`config.mk`:
```
export PLATFORM = sky130hd
export DESIGN_NAME = auth_pattern_table
export DESIGN_NICKNAME = d
export VERILOG_FILES = /design/src/rtl/auth_pattern_table.sv
export SDC_FILE = /design/constraint.sdc
export NUM_CORES = 1
export LEC_CHECK = 0
export CELL_PAD_IN_SITES_DETAIL_PLACEMENT = 1
export CELL_PAD_IN_SITES_GLOBAL_PLACEMENT = 1
export CORE_MARGIN = 4
export CORE_UTILIZATION = 40
export CTS_BUF_LIST = sky130_fd_sc_hd__clkbuf_16
export DETAILED_ROUTE_END_ITERATION = 6
export GPL_TIMING_DRIVEN = 0
export PLACE_DENSITY_LB_ADDON = 0.2
export SLEW_MARGIN = 10
export SYNTH_ARGS = -nofsm -noshare
export SYNTH_HDL_FRONTEND = slang
export SYNTH_SLANG_ARGS = --single-unit
export TNS_END_PERCENT = 10
```
`constraint.sdc`:
```
create_clock -name clk -period 11.6 [get_ports clk]
set_input_delay 1.74 -clock clk [delete_from_list [all_inputs] [get_ports clk]]
set_output_delay 1.74 -clock clk [all_outputs]
set_load 0.01 [all_outputs]
```
`src/rtl/auth_pattern_table.sv`:
```
// Programmable authorised-signature table: scans one entry per cycle, reports
// the lowest matching index, and locks out requests after repeated misses.
module auth_pattern_table #(
   parameter int FIELD_W        = 8,
   parameter int NUM_ENTRIES    = 4,
   parameter int MAX_FAILS      = 3,
   parameter int LOCKOUT_CYCLES = 16,
   localparam int IDX_W         = (NUM_ENTRIES > 1) ? $clog2(NUM_ENTRIES) : 1
) (
   input  logic               clk,
   input  logic               rst,
   input  logic               cfg_we,
   output logic               cfg_ready,
   input  logic [IDX_W-1:0]   cfg_idx,
   input  logic               cfg_en,
   input  logic [FIELD_W-1:0] cfg_region,
   input  logic [FIELD_W-1:0] cfg_auth,
   input  logic [FIELD_W-1:0] cfg_expiry,
   input  logic [FIELD_W-1:0] cfg_sig,
   input  logic [FIELD_W-1:0] now,
   input  logic               req_valid,
   output logic               req_ready,
   input  logic [FIELD_W-1:0] req_region,
   input  logic [FIELD_W-1:0] req_auth,
   input  logic [FIELD_W-1:0] req_expiry,
   input  logic [FIELD_W-1:0] req_sig,
   output logic               resp_valid,
   input  logic               resp_ready,
   output logic               resp_match,
   output logic [IDX_W-1:0]   resp_idx,
   output logic               resp_locked,
   output logic               locked
);

   localparam int FAIL_W = (MAX_FAILS > 1) ? $clog2(MAX_FAILS + 1) : 1;
   localparam int LOCK_W = $clog2(LOCKOUT_CYCLES + 1);

   typedef enum logic [1:0] {IDLE, SCAN, RESP} state_t;

   state_t state, state_next;

   logic [NUM_ENTRIES-1:0] tbl_en;
   logic [FIELD_W-1:0]     tbl_region [NUM_ENTRIES];
   logic [FIELD_W-1:0]     tbl_auth   [NUM_ENTRIES];
   logic [FIELD_W-1:0]     tbl_expiry [NUM_ENTRIES];
   logic [FIELD_W-1:0]     tbl_sig    [NUM_ENTRIES];

   logic [FIELD_W-1:0] r_region, r_auth, r_expiry, r_sig;
   logic [IDX_W-1:0]   scan_idx;
   logic [FAIL_W-1:0]  fail_cnt;
   logic [LOCK_W-1:0]  lock_cnt;

   logic cur_hit, scan_last, scan_done, accept, reject, arm_lock, cfg_wr;

   always_comb begin
      state_next = state;
      cur_hit    = tbl_en[scan_idx]
                   && (r_region == tbl_region[scan_idx])
                   && (r_sig == tbl_sig[scan_idx])
                   && (r_auth >= tbl_auth[scan_idx])
                   && (r_expiry == tbl_expiry[scan_idx])
                   && (now < tbl_expiry[scan_idx]);
      scan_last  = (scan_idx == IDX_W'(NUM_ENTRIES - 1));
      scan_done  = (state == SCAN) && (cur_hit || scan_last);
      accept     = (state == IDLE) && req_valid && (lock_cnt == '0);
      reject     = (state == IDLE) && req_valid && (lock_cnt != '0);
      arm_lock   = scan_done && !cur_hit && (fail_cnt == FAIL_W'(MAX_FAILS - 1));
      cfg_wr     = cfg_we && (state != SCAN)
                   && ({1'b0, cfg_idx} < (IDX_W + 1)'(NUM_ENTRIES));
      case (state)
         IDLE:    if (req_valid) state_next = (lock_cnt == '0) ? SCAN : RESP;
         SCAN:    if (cur_hit || scan_last) state_next = RESP;
         RESP:    if (resp_ready) state_next = IDLE;
         default: state_next = IDLE;
      endcase
   end

   always_ff @(posedge clk or posedge rst) begin
      if (rst) state <= IDLE;
      else     state <= state_next;
   end

   assign req_ready  = (state == IDLE);
   assign cfg_ready  = (state != SCAN);
   assign resp_valid = (state == RESP);
   assign locked     = (lock_cnt != '0);

   always_ff @(posedge clk or posedge rst) begin
      if (rst) begin
         tbl_en <= '0;
         for (int unsigned i = 0; i < NUM_ENTRIES; i++) begin
            tbl_region[i] <= '0;
            tbl_auth[i]   <= '0;
            tbl_expiry[i] <= '0;
            tbl_sig[i]    <= '0;
         end
      end else if (cfg_wr) begin
         tbl_en[cfg_idx]     <= cfg_en;
         tbl_region[cfg_idx] <= cfg_region;
         tbl_auth[cfg_idx]   <= cfg_auth;
         tbl_expiry[cfg_idx] <= cfg_expiry;
         tbl_sig[cfg_idx]    <= cfg_sig;
      end
   end

   always_ff @(posedge clk or posedge rst) begin
      if (rst) begin
         r_region    <= '0;
         r_auth      <= '0;
         r_expiry    <= '0;
         r_sig       <= '0;
         scan_idx    <= '0;
         resp_match  <= 1'b0;
         resp_idx    <= '0;
         resp_locked <= 1'b0;
         fail_cnt    <= '0;
      end else begin
         if (accept) begin
            r_region <= req_region;
            r_auth   <= req_auth;
            r_expiry <= req_expiry;
            r_sig    <= req_sig;
            scan_idx <= '0;
         end else if ((state == SCAN) && !scan_done) begin
            scan_idx <= scan_idx + IDX_W'(1);
         end
         if (reject) begin
            resp_match  <= 1'b0;
            resp_idx    <= '0;
            resp_locked <= 1'b1;
         end else if (scan_done) begin
            resp_match  <= cur_hit;
            resp_idx    <= cur_hit ? scan_idx : '0;
            resp_locked <= 1'b0;
            // A lockout consumes the failure streak, so the count restarts afterwards
            if (cur_hit || arm_lock) fail_cnt <= '0;
            else                     fail_cnt <= fail_cnt + FAIL_W'(1);
         end
      end
   end

   always_ff @(posedge clk or posedge rst) begin
      if (rst)                 lock_cnt <= '0;
      else if (arm_lock)       lock_cnt <= LOCK_W'(LOCKOUT_CYCLES);
      else if (lock_cnt != '0) lock_cnt <= lock_cnt - LOCK_W'(1);
   end

endmodule

```
==> reports/results.ini <==
[yosys]
synth.net_count = 701
yosysUniqueCellTypes = 56
synth_top_area_share = 0.528
synth_common_cells = 179 x dfrtp_1, 169 x mux2_2, 28 x inv_1
synth_most_common_cell = dfrtp_1
yosysWarnings = 0
synth-edff-count = 0
syn-cell-area_um2 = 8490
ys_seq_elements = 179
postSynthAreaPerCell_um2 = 14.1
yosysTopAreaCell = dfrtp_1
synth_cells = 602
synth_area_leaders = dfrtp_1 53%, mux2_2 22%, mux4_2 6.1%
ys_async_sr_fraction = 1.00
synth-main-ff-cell = dfrtp_1
yosysSeqAreaShare = 0.528

[sta]
setup_violations = 0
fin_tns_setup_ps = 0
period_needed_ps = 4510
tightestPinTransition_ps = 997
finalCritPeriodShare = 0.389
fin_skew_ps = 18.1
hold_viol_final = 0
max_slew_margin = 0.330
rsz0062_at_grt = false
fin_hold_ws_ps = 505
fmax_mhz = 221
drv_slew = 0

[clock_network]
post_cts_resized = 0
clk_path_buf_depth = 2
clk_pin_slew_worst_paths_ps = 70
numClockSinks = 179
root_buffer = clkbuf_16
holdBufCountCts = 0
cts_setup_buffers = 0
clock_latency_ps = 430
numCtsBuffers = 17
cts_tree = built
htree_levels = 4

[drt]
dr.first_iter.drc_count = 239
vias = 5316
drtAntennaViolNets = 0
viasPerCell = 5.34
firstDrtPassIters = 4
wl_per_cell_um = 21.7
drc = 0
wl_um = 21600

[worst_hold_path]
hold_path_end = tbl_auth[11]
hp-start = tbl_auth[11]
hp-class = flop to flop
hold_depth = 1

[power]
p_total_mw = 2.49
powerDensity_nw_per_um2 = 241
p_leak_nw = 4.38
irDropWorstVdd_v = 0.0000977

[global_routing]
grt_usage = 0.189
grt_pass1_wl_um = 34800
grt_max_degree = 92
grt-ovfl-total = 0
grt_pass1_vias = 6236
antenna_found_initial = 0

[floorplan]
rows = 53
die_h_um = 154
initial_utilization = 0.405
core_area_um2 = 21000
ios = 88
die_area_um2 = 23600
die_w_um = 154

[critical_path]
cp.arrival_ps = 4840
path_class = flop to flop
crit_path_cell_trace = buf_6 -> buf_6 -> buf_2 -> buf_1 -> mux4_2 -> inv_1 -> ha_1 -> o21ai_0 -> a21oi_1 -> o311a_1 -> o211a_1 -> nand4_2 -> or2_1 -> and4_4 -> a211o_1
cp_common_cell = buf_6
worstSetupStartpointType = flop
worstPathRequired_ps = 11920
crit_fanout = 10
cpPeakStageDelay_ps = 680
slowest_stage = buf_1
reg2reg_slack_ps = 7090
worst-r2r-cell-count = 15
r2r_start = scan_idx[0]
r2r-end = lock_cnt[4]
end_kind = flop

[layout]
drive_above_1_share = 0.336
area_delta_synth_final_pct = 21.8
multi_input_area_um2 = 3770
final_nets = 808
layout.area.seq_um2 = 4480
n_antenna_cell = 0
n_fill_cell = 2099

[place]
place_congestion = 0.758
portBuffers = 87
hpwlAfterDp_um = 15500

[run]
cap_violations = 0

[outcome]
status = finished, final reports clean

worst max-delay path by stage:
stage                        endpoint   startpoint  cells after the start
after floorplan           fail_cnt[0]          rst                      1
after global placement    tbl_sig[14]          rst                      2
after detailed placement  lock_cnt[4]  scan_idx[0]                     15
after CTS                 lock_cnt[4]  scan_idx[0]                     15
after global routing      lock_cnt[4]  scan_idx[0]                     15
final                     lock_cnt[4]  scan_idx[0]                     15
kinds of logic after synthesis:
kind of cell,Yosys count,share of synthesized area
compound gates,44,0.0370
xor+xnor,18,0.0186
fa+ha+maj,19,0.0280
buf+inv,54,0.0280
flops,179,0.528
mux,217,0.317
simple gates,71,0.0444
report_power, final:
part | internal (mW) | leakage, nW | switching, mW
combinational | 0.487 | 1.99 | 0.447
clock | 0.342 | 0.288 | 0.257
sequential | 0.822 | 2.10 | 0.136
total | 1.65 | 4.38 | 0.840
per-layer routing:
metal	up-vias	wire, um	track usage
li1	2405	-	-
met1	2805	9360	0.232
met2	93	11200	0.340
met3	13	666	0.0380
met4	0	323	0.0467
met5	-	0	0
sequential cells by signal, summed over array words and instances (netlist names), 4 cells and up:
register    flops
lock_cnt        5
r_auth          8
tbl_expiry     32
r_sig           8
tbl_auth       32
tbl_en          4
tbl_sig        32
tbl_region     32
r_expiry        8
r_region        8
layout make-up:
| type | count | area share |
|---|---|---|
| clock buffers | 17 | 0.0411 |
| multi-input cells | 369 | 0.365 |
| flip-flops and latches | 179 | 0.433 |
| inverters | 29 | 0.0112 |
| well taps | 275 | 0.0333 |
| plain buffers | 25 | 0.0125 |
| clock inverters | 14 | 0.0172 |
| repair buffers | 88 | 0.0869 |
critical path, delay by kind of cell, from the launching register on:
family / cells / cell delay [ps]
buffers and inverters: 5 / 1490
AO/OA/AOI/OAI: 5 / 1040
AND/OR/NAND/NOR: 3 / 730
multiplexers: 1 / 590
flip-flops: 1 / 370
adder cells (fa/ha/maj): 1 / 160
through the flow:
step,cell area (um2),setup slack [ps],util,std cells
after floorplan,8490,5000,-,602
after global placement,9710,2870,0.463,964
after detailed placement,9740,7030,0.465,965
after CTS,10300,6990,0.494,996
after global routing,10300,6780,0.494,996
final,10300,7090,0.494,996
layout by cell type (no fill, tap or decap), types with 17 or more instances in the layout:
cell type        netlist  routed
clkdlybuf4s50_1        0      87
mux2i_1               24      24
mux4_2                23      23
ha_1                  19      19
nand2_1               22      22
dfrtp_1              179     179
clkbuf_16              0      17
inv_1                 28      27
mux2_2               169     169
Power figures use the tool's default switching activity.
